### src/rtl/spike_input_conditioner.sv
// ---------------------------------------------------------------------------
// spike_input_conditioner
//
// Turns asynchronous level-type excitatory and inhibitory spike lines into
// clean single-cycle pulses for the neuron core. Each channel is synchronised,
// debounced, edge-detected, gated by an enable mask and held off for a
// refractory period after every emitted pulse. Saturating counters track
// emitted pulses and refractory drops.
//
// Ports:
//   clk           single clock
//   reset         synchronous, active-high
//   i_exc/i_inh   raw asynchronous spike levels
//   i_exc_en      per-channel enable, excitatory
//   i_inh_en      per-channel enable, inhibitory
//   i_clear       synchronous clear of all three counters
//   o_exc_pulse   one-cycle excitatory spikes, zero-padded to OUT_W
//   o_inh_pulse   one-cycle inhibitory spikes, zero-padded to OUT_W
//   o_exc_count   saturating count of excitatory pulses emitted
//   o_inh_count   saturating count of inhibitory pulses emitted
//   o_drop_count  saturating count of rises dropped in refractory hold
// ---------------------------------------------------------------------------

// One conditioning channel: sync chain, debounce filter, rise detect and
// refractory FSM. `fire` and `drop` are the combinational per-cycle events
// the top level counts; `pulse` is the registered spike.
module spike_input_channel #(
  parameter int SYNC_STAGES     = 2,
  parameter int DEBOUNCE_CYCLES = 2,
  parameter int REFRACT_CYCLES  = 4
) (
  input  logic clk,
  input  logic reset,
  input  logic level,
  input  logic en,
  output logic pulse,
  output logic fire,
  output logic drop
);
  localparam int DB_W = $clog2(DEBOUNCE_CYCLES + 1);
  localparam int RF_W = (REFRACT_CYCLES > 0) ? $clog2(REFRACT_CYCLES + 1) : 1;

  typedef enum logic {ST_IDLE, ST_HOLD} state_t;

  logic [SYNC_STAGES-1:0] sync_q;
  logic                   sync_lvl;
  logic                   filt_q;
  logic                   filt_dly_q;
  logic [DB_W-1:0]        db_cnt_q;
  logic [RF_W-1:0]        rf_cnt_q;
  logic [RF_W-1:0]        rf_cnt_d;
  state_t                 state_q;
  state_t                 state_d;
  logic                   rise;

  assign sync_lvl = sync_q[SYNC_STAGES-1];
  assign rise     = filt_q & ~filt_dly_q;

  // NOTE: state registers use non-blocking assignments so every flop samples
  // the pre-edge values of the others; reset is synchronous, so it lives
  // inside the clocked branch rather than in the sensitivity list.
  always_ff @(posedge clk) begin
    if (reset) begin
      sync_q     <= '0;
      filt_q     <= 1'b0;
      filt_dly_q <= 1'b0;
      db_cnt_q   <= '0;
      state_q    <= ST_IDLE;
      rf_cnt_q   <= '0;
      pulse      <= 1'b0;
    end else begin
      sync_q     <= {sync_q[SYNC_STAGES-2:0], level};
      filt_dly_q <= filt_q;
      // The counter measures how long the synchronised level has disagreed
      // with the filtered level; any agreement restarts the measurement.
      if (sync_lvl == filt_q) begin
        db_cnt_q <= '0;
      end else if (db_cnt_q == DB_W'(DEBOUNCE_CYCLES - 1)) begin
        filt_q   <= sync_lvl;
        db_cnt_q <= '0;
      end else begin
        db_cnt_q <= db_cnt_q + DB_W'(1);
      end
      state_q  <= state_d;
      rf_cnt_q <= rf_cnt_d;
      pulse    <= fire;
    end
  end

  // NOTE: every output of this block gets a default first, so no path can
  // leave a variable unassigned and infer a latch.
  always_comb begin
    state_d  = state_q;
    rf_cnt_d = rf_cnt_q;
    fire     = 1'b0;
    drop     = 1'b0;
    case (state_q)
      ST_IDLE: begin
        if (rise && en) begin
          fire = 1'b1;
          if (REFRACT_CYCLES > 0) begin
            state_d  = ST_HOLD;
            rf_cnt_d = RF_W'(REFRACT_CYCLES);
          end
        end
      end
      ST_HOLD: begin
        // A rise here is counted as dropped but does not extend the hold.
        if (rise && en) drop = 1'b1;
        if (rf_cnt_q <= RF_W'(1)) begin
          rf_cnt_d = '0;
          state_d  = ST_IDLE;
        end else begin
          rf_cnt_d = rf_cnt_q - RF_W'(1);
        end
      end
      default: state_d = ST_IDLE;
    endcase
  end
endmodule

module spike_input_conditioner #(
  parameter int NUM_EXC         = 4,
  parameter int NUM_INH         = 4,
  parameter int OUT_W           = 8,
  parameter int SYNC_STAGES     = 2,
  parameter int DEBOUNCE_CYCLES = 2,
  parameter int REFRACT_CYCLES  = 4,
  parameter int COUNT_W         = 16
) (
  input  logic               clk,
  input  logic               reset,
  input  logic [NUM_EXC-1:0] i_exc,
  input  logic [NUM_INH-1:0] i_inh,
  input  logic [NUM_EXC-1:0] i_exc_en,
  input  logic [NUM_INH-1:0] i_inh_en,
  input  logic               i_clear,
  output logic [OUT_W-1:0]   o_exc_pulse,
  output logic [OUT_W-1:0]   o_inh_pulse,
  output logic [COUNT_W-1:0] o_exc_count,
  output logic [COUNT_W-1:0] o_inh_count,
  output logic [COUNT_W-1:0] o_drop_count
);
  localparam int NUM_CH = NUM_EXC + NUM_INH;
  localparam int INC_W  = $clog2(NUM_CH + 1);
  // One spare bit so the raw sum cannot wrap before the saturation compare.
  localparam int SUM_W  = ((COUNT_W > INC_W) ? COUNT_W : INC_W) + 1;

  logic [NUM_EXC-1:0] exc_pulse, exc_fire, exc_drop;
  logic [NUM_INH-1:0] inh_pulse, inh_fire, inh_drop;
  logic [INC_W-1:0]   exc_inc, inh_inc, drop_inc;

  for (genvar g = 0; g < NUM_EXC; g++) begin : g_exc
    spike_input_channel #(
      .SYNC_STAGES    (SYNC_STAGES),
      .DEBOUNCE_CYCLES(DEBOUNCE_CYCLES),
      .REFRACT_CYCLES (REFRACT_CYCLES)
    ) u_ch (
      .clk  (clk),
      .reset(reset),
      .level(i_exc[g]),
      .en   (i_exc_en[g]),
      .pulse(exc_pulse[g]),
      .fire (exc_fire[g]),
      .drop (exc_drop[g])
    );
  end

  for (genvar g = 0; g < NUM_INH; g++) begin : g_inh
    spike_input_channel #(
      .SYNC_STAGES    (SYNC_STAGES),
      .DEBOUNCE_CYCLES(DEBOUNCE_CYCLES),
      .REFRACT_CYCLES (REFRACT_CYCLES)
    ) u_ch (
      .clk  (clk),
      .reset(reset),
      .level(i_inh[g]),
      .en   (i_inh_en[g]),
      .pulse(inh_pulse[g]),
      .fire (inh_fire[g]),
      .drop (inh_drop[g])
    );
  end

  function automatic logic [INC_W-1:0] count_ones(input logic [NUM_CH-1:0] v);
    logic [INC_W-1:0] n;
    n = '0;
    for (int i = 0; i < NUM_CH; i++) n = n + INC_W'(v[i]);
    return n;
  endfunction

  function automatic logic [COUNT_W-1:0] sat_add(input logic [COUNT_W-1:0] a,
                                                 input logic [INC_W-1:0]   b);
    logic [SUM_W-1:0] s;
    s = SUM_W'(a) + SUM_W'(b);
    if (s > SUM_W'({COUNT_W{1'b1}})) return {COUNT_W{1'b1}};
    return s[COUNT_W-1:0];
  endfunction

  // Counters add the events decided this cycle, i.e. they step on the same
  // edge that loads the pulse registers.
  assign exc_inc  = count_ones(NUM_CH'(exc_fire));
  assign inh_inc  = count_ones(NUM_CH'(inh_fire));
  assign drop_inc = count_ones({inh_drop, exc_drop});

  always_ff @(posedge clk) begin
    if (reset || i_clear) begin
      // Clear beats any same-cycle increment; those events are not counted.
      o_exc_count  <= '0;
      o_inh_count  <= '0;
      o_drop_count <= '0;
    end else begin
      o_exc_count  <= sat_add(o_exc_count, exc_inc);
      o_inh_count  <= sat_add(o_inh_count, inh_inc);
      o_drop_count <= sat_add(o_drop_count, drop_inc);
    end
  end

  // Neuron-side arrays are fixed width; unused upper lanes are tied low.
  always_comb begin
    o_exc_pulse                = '0;
    o_inh_pulse                = '0;
    o_exc_pulse[NUM_EXC-1:0]   = exc_pulse;
    o_inh_pulse[NUM_INH-1:0]   = inh_pulse;
  end
endmodule

### config.mk
export PLATFORM = sky130hd
export DESIGN_NAME = spike_input_conditioner
export DESIGN_NICKNAME = d
export VERILOG_FILES = /design/src/rtl/spike_input_conditioner.sv
export SDC_FILE = /design/constraint.sdc
export NUM_CORES = 1
export LEC_CHECK = 0
export CAP_MARGIN = 20
export CORE_ASPECT_RATIO = 1.25
export CORE_MARGIN = 2
export CORE_UTILIZATION = 55
export CTS_CLUSTER_DIAMETER = 200
export DETAILED_ROUTE_END_ITERATION = 12
export GPL_TIMING_DRIVEN = 0
export PLACE_DENSITY_LB_ADDON = 0.12
export SYNTH_ARGS = -nofsm -noshare
export SYNTH_HDL_FRONTEND = slang
export SYNTH_HIERARCHICAL = 1
export SYNTH_SLANG_ARGS = --single-unit
### constraint.sdc
create_clock -name clk -period 5.7 [get_ports clk]
set_clock_uncertainty 0.15 [all_clocks]
set_input_delay 1.14 -clock clk [delete_from_list [all_inputs] [get_ports clk]]
set_output_delay 1.14 -clock clk [all_outputs]
set_load 0.02 [all_outputs]
# ---- After elaboration in Yosys (flattened, before gate mapping)
# Cells that the tools add are included.
dict set report totals {
  out_inout_bits 64
  elab_cells 259
  ff_bits 136
  in_bits 19
}
dict set report op_classes {
  bitwise_logic 32
  reduce_logical 25
  addsub 32
  mux 76
  order_cmp 11
  eq_ne 24
}
# cell n
set op_table {}
lappend op_table {{two-way mux 16 bit} 6}
lappend op_table {{adder 16 x 4 -> 17 bit} 3}
lappend op_table {{> comparator 17 x 16 -> 1 bit (second input constant)} 3}
lappend op_table {{two-way mux 3 bit} 16}
lappend op_table {{case mux 3 bit (2 select lines)} 8}
lappend op_table {{two-way mux 1 bit} 38}
lappend op_table {{less-or-equal comparator 3 x 1 -> 1 bit (second input constant)} 8}
lappend op_table {{inverter 1 bit} 24}
lappend op_table {{OR reduction 3 bit} 8}
lappend op_table {{subtractor 3 x 1 -> 3 bit (second input constant)} 8}
lappend op_table {{adder 2 x 1 -> 2 bit (second input constant)} 8}
lappend op_table {{adder 4 x 1 -> 4 bit} 4}
lappend op_table {{equality test 2 x 1 -> 1 bit (second input constant)} 8}
lappend op_table {{inequality test 2 x 1 -> 1 bit (second input constant)} 8}
lappend op_table {{case mux 1 bit (2 select lines)} 8}
lappend op_table {{AND reduction 2 bit} 8}
lappend op_table {{adder 3 x 1 -> 4 bit} 3}
lappend op_table {{adder 2 x 1 -> 3 bit} 3}
lappend op_table {{AND 1 bit} 8}
lappend op_table {{equality test 1 bit} 8}
lappend op_table {{logical AND 1 bit} 8}
lappend op_table {{adder 1 x 1 -> 2 bit} 3}
lappend op_table {{logical OR 1 bit} 1}

# ---- Depth between registers and ports, before layout
dict set report logic_depth {
  depth_word 17
  mapped_depth 14
  depth_no_buf 14
}

# ---- Modules after synthesis
# The synthesis kept the hierarchy.
# mod seq_area_each_um2 cells_each area_per_inst_um2 instances
set modules_own_cells {}
lappend modules_own_cells {spike_input_channel 220.2 44 431.7 8}
lappend modules_own_cells {spike_input_conditioner 960.9 289 2662.6 1}

# ---- Worst setup path after synthesis
# No wires, ideal clock.
dict set report synth_timing {
  path_kind {input port to flip-flop}
  from {in i_exc_en[0]}
  to {reg o_drop_count[14]}
  t_required_ns 5.425
  cell_stages 13
  t_arrival_ns 4.249
  slack_ns 1.176
  setup_time_ns 0.125
  cell_sequence {nand3b_1 nor2_1 fa_1 inv_1 fa_1 fa_1 fa_1 fa_1 nor2b_1 o21ai_1 nand2_1 nor4bb_1 nor3_1}
}
dict set report synth_via {
  elab_chain_len 15
}
# element line_no
set synth_rtl {}
lappend synth_rtl {{start: declaration} 135} ;# input logic [NUM_EXC-1:0] i_exc_en,
lappend synth_rtl {{logical AND 1 bit *} 109} ;# if (rise && en) drop = 1'b1;
lappend synth_rtl {{two-way mux 1 bit *} 109}
lappend synth_rtl {{two-way mux 1 bit *} 97} ;# case (state_q)
lappend synth_rtl {{net exc_drop[0]} 149} ;# logic [NUM_EXC-1:0] exc_pulse, exc_fire, exc_drop;
lappend synth_rtl {{adder 1 x 1 -> 2 bit *} 188} ;# for (int i = 0; i < NUM_CH; i++) n = n + INC_W'(v[i]);
lappend synth_rtl {{adder 2 x 1 -> 3 bit *} 188}
lappend synth_rtl {{adder 3 x 1 -> 4 bit *} 188}
lappend synth_rtl {{adder 4 x 1 -> 4 bit * (4 in a row)} 188}
lappend synth_rtl {{adder 16 x 4 -> 17 bit *} 195} ;# s = SUM_W'(a) + SUM_W'(b);
lappend synth_rtl {{> comparator 17 x 16 -> 1 bit} 196} ;# if (s > SUM_W'({COUNT_W{1'b1}})) return {COUNT_W{1'b1}};
lappend synth_rtl {{two-way mux 1 bit} 196}
lappend synth_rtl {{two-way mux 1 bit} 207} ;# if (reset || i_clear) begin
lappend synth_rtl {{two-way mux 16 bit *} 197} ;# return s[COUNT_W-1:0];
lappend synth_rtl {{end signal: assignment} 215} ;# o_drop_count <= sat_add(o_drop_count, drop_inc);
lappend synth_rtl {{end: declaration} 142} ;# output logic [COUNT_W-1:0] o_drop_count
# Mark *: on every way through the listed nets, which the timed path passes. The rest lies on a longest branch. The select of a mux whose other input is x is not followed.
# A chain may end at the register's enable or synchronous reset.

# ---- Worst setup path after layout
dict set report layout_timing {
  from {in i_exc_en[2]}
  to {reg o_drop_count[8]}
}
dict set report layout_via {
  elab_chain_len 14
}
# element line_no
set layout_rtl {}
lappend layout_rtl {{logical AND 1 bit *} 109}
lappend layout_rtl {{two-way mux 1 bit *} 109}
lappend layout_rtl {{two-way mux 1 bit *} 97}
lappend layout_rtl {{net exc_drop[2]} 149}
lappend layout_rtl {{adder 2 x 1 -> 3 bit *} 188}
lappend layout_rtl {{adder 3 x 1 -> 4 bit *} 188}
lappend layout_rtl {{adder 4 x 1 -> 4 bit * (4 in a row)} 188}
lappend layout_rtl {{adder 16 x 4 -> 17 bit *} 195}
lappend layout_rtl {{> comparator 17 x 16 -> 1 bit} 196}
lappend layout_rtl {{two-way mux 1 bit} 196}
lappend layout_rtl {{two-way mux 1 bit} 207}
lappend layout_rtl {{two-way mux 16 bit *} 197}
# Marks and branches as above.

==> summary.txt <==
Hold path
  – Worst Hold Class: reg2reg

Worst setup path
  – Crit path max-delay family: adder cells
  – Arr. time, crit path: 5210 ps
  – CP startpoint: i_exc_en[2]
  – Critical Path RT: approximately 6000 ps
  – Crit Path Max Fanout: 8
  – CP Capture Type: flop
  – Crit path depth: 14
  – Slowest cell on crit path: clkdlybuf4s50_1
  – R2r setup slk: between 1000 and 1500 ps
  – Buf+Inv Stages, Crit Path: 2
  – Worst r2r dst: o_drop_count[8]
  – Startpoint types: input port
  – Most frequent CP cell: fa_1
  – Worst setup endpoint: o_drop_count[8]
  – R2R depth: 13
  – Reg-to-Reg Start: g_exc[2].u_ch/filt_q
  – Crit path cell chain: clkdlybuf4s50_1 > nand3b_1 > nor2_1 > fa_1 > inv_1 > fa_1 > fa_1 > fa_1 > fa_1 > nor2b_1 > o21ai_1 > a21boi_2 > nand2_1 > a21oi_1
  – Kind of critical path: in2reg
  – CP max stage delay: around 470 ps

Floorplanning
  – Number of I/O pins: 83
  – Die height: roughly 120 um
  – Num rows: 43
  – Core ar.: 0.0110 mm2
  – Die Width: between 90 and 100 um
  – Starting density of the core: 55.7%
  – Die area: 0.0120 mm2

Placed design
  – PortBufs: 74
  – Routability cong.: between 0.7 and 0.8
  – Final HPWL DP: ~9200 um

CTS
  – CTS H-tree depth: 4
  – Worst-path clk slew: ~60 ps
  – Cts repair resizes: 0
  – Post-CTS Hold Buffers: 0
  – Num CTS Buffers: 17
  – CTS Sinks: around 140
  – Post-CTS Setup Inserts: 0
  – Root Buffer: clkbuf_16
  – CTS tree: built
  – Clock Tree Buf Depth: 2
  – Worst-skew pair later-pin latency: about 410 ps

Synth
  – Cells after Synth: approximately 640
  – Seq/Total Area, Yosys: 44.5%
  – FFs w/ async S/R, synth: 0%
  – Most frequent cell after synthesis: dfxtp_1
  – Synthesized area per cell: around 9.5 um2
  – Yosys warning count: 6
  – Synth top area cells: dfxtp_1, ha_1, inv_1, a21oi_1, fa_1
  – Area leader, netlist: dfxtp_1
  – Most used flip-flop cell after synthesis: dfxtp_1
  – Post-synth top area share: 44.5%
  – Synth top cells by count: dfxtp_1, inv_1, nor2_1
  – Mapped Area: just over 0.006 mm2
  – Yosys reg bits: roughly 140
  – Post-synth EDFFs: 0
  – Library cells used by synthesis: between 50 and 60

Layout
  – Layout area overhead: 26.4%
  – Fin nets: 803
  – Layout cells sized above 1: 7.69%
  – # fillers: between 800 and 900
  – N_diodes: 0

STA
  – Tightest Pin Transition: approximately 1000 ps
  – Fin crit period: slightly above 5000 ps
  – Final hold slack: about 270 ps
  – Final period util: between 80% and 90%
  – Sum Neg Setup Slack: 0 ps
  – Max-slew violations: 0
  – RSZ-0062 raised after global routing: no
  – Relative slew margins: 32.4%
  – Final Hold Viols: 0
  – Endpoints failing setup: 0
  – Max Freq: just under 200 MHz

Drt
  – DRC violations left: 0
  – First-pass DRT Iterations: 4
  – Post-DRT Antenna Nets: 0
  – WL/cell: around 14 um
  – Via density: 5.35
  – Detailed-route wire length: roughly 13000 um
  – Initial DRC Count: between 150 and 200
  – Total number of vias: approximately 4800

Global route
  – Initial antenna violation count: 0
  – Largest net degree at the start of global routing: 27
  – Gr ovfl total: 0
  – GR Util All Layers: between 20% and 30%
  – First-pass GRT wire length: ~22000 um
  – Number of global-route vias before repair: just under 5000

Pwr
  – Leakage: between 0.002 and 0.003 uW
  – Clock power share: a little over half
  – Logic pwr share: around 2.6%
  – Maximum vdd ir drop: about 0.19 mV
  – PwrDens: ~290 mW/mm2
  – Pint: ~1800 uW
  – Switching share of power: a little under a fifth
  – Flop pwr share: about 43%
  – Net switching power: around 440 uW

Flow run
  – Maximum capacitance violations: 0

Run status
  – Run status: finished, final reports clean
[metal layers]
metal	GRT usage [%]	wire, um	vias to the layer above
met2	39.3	6660	96
met3	6.37	566	10
met1	27.1	5450	2276
met4	7.45	126	0
met5	0	0	-
li1	-	-	2370
[power by group through the flow]
stage / logic [uW] / clock network (uW) / registers, uW
global route: 65.3 / 1310 / 964
detailed placement: 59.1 / 0 / 984
floorplan: 35.3 / 0 / 983
finish: 59.3 / 1250 / 964
global placement: 57.3 / 0 / 984
CTS: 59.7 / 1260 / 964
[area by class of cell]
cell class / instances / area, um2 / share of cell area (%)
multi-input combinational: 426 / 3060 / 39.6
sequential: 136 / 2720 / 35.2
timing repair buffer: 74 / 741 / 9.58
tap: 135 / 169 / 2.19
inverter: 63 / 236 / 3.06
clock inverter: 11 / 218 / 2.82
buffer: 23 / 125 / 1.62
clock buffer: 21 / 460 / 5.96
[worst min path at each step]
stage	slack (ps)	startpoint	cells after the start	to
after CTS	280	g_inh[2].u_ch/db_cnt_q[0]	1	g_inh[2].u_ch/db_cnt_q[0]
after floorplan	250	g_exc[0].u_ch/db_cnt_q[0]	1	g_exc[0].u_ch/db_cnt_q[0]
after detailed placement	260	g_inh[2].u_ch/db_cnt_q[0]	1	g_inh[2].u_ch/db_cnt_q[0]
after global routing	290	g_inh[3].u_ch/db_cnt_q[0]	1	g_inh[3].u_ch/db_cnt_q[0]
final	270	g_exc[0].u_ch/db_cnt_q[0]	1	g_exc[0].u_ch/db_cnt_q[0]
after global placement	250	g_exc[2].u_ch/db_cnt_q[0]	1	g_exc[2].u_ch/db_cnt_q[0]
[flip-flops by register name, indices dropped and copies added, names as in the netlist]
signal / count
g_exc.u_ch/sync_q: 8
g_inh.u_ch/rf_cnt_q: 12
o_exc_count: 16
g_exc.u_ch/db_cnt_q: 8
g_inh.u_ch/state_q: 4
g_inh.u_ch/filt_dly_q: 4
g_inh.u_ch/db_cnt_q: 8
g_exc.u_ch/filt_q: 4
o_inh_count: 16
g_inh.u_ch/pulse: 4
g_exc.u_ch/filt_dly_q: 4
o_drop_count: 16
g_exc.u_ch/rf_cnt_q: 12
g_inh.u_ch/filt_q: 4
g_exc.u_ch/pulse: 4
g_inh.u_ch/sync_q: 8
g_exc.u_ch/state_q: 4
[layout by cell type, fill, tap and decap left out, types with 4 or more instances in the layout]
cell type and count:
dfxtp_1 136, clkdlybuf4s50_1 74, inv_1 63, nor2_1 51
a21oi_1 44, nand2_1 33, ha_1 32, nor2b_1 27
xnor2_1 20, o21ai_0 17, nand4b_1 17, clkbuf_16 17
o31ai_1 16, xor2_1 15, clkbuf_1 15, nand3_1 13
a31oi_1 13, fa_1 11, nand2b_1 10, nor3_1 9
or3_1 9, buf_4 8, conb_1 8, nand3b_1 8
o21ba_1 8, mux2i_1 8, or3b_1 8, bufinv_16 6
and3_1 5, nand4_1 4, a21oi_2 4
[metrics by stage]
stage                     std cells  area, um2  util, %  total power (uW)  worst slack (ps)
after floorplan                 648       6140        -              1020              1180
after global placement          857       7050     64.2              1040               385
after detailed placement        857       7050     64.2              1040               349
after CTS                       889       7730     70.4              2290               703
after global routing            889       7730     70.4              2340               418
final                           889       7730     70.4              2270               668
[kinds of logic after synthesis]
group                      count (synthesis)  synth area share (%)
other                                      1                0.0613
adders and majority gates                 43                  10.1
DFF                                      136                  44.5
xor gates and xnor gates                  35                  5.01
muxes                                      8                  1.31
and+or+nand+nor                          213                  20.3
buffers and inverters                     86                  5.91
AOI/OAI and AO/OA                        119                  12.7
Note: power is estimated with default switching activity, not from simulation.
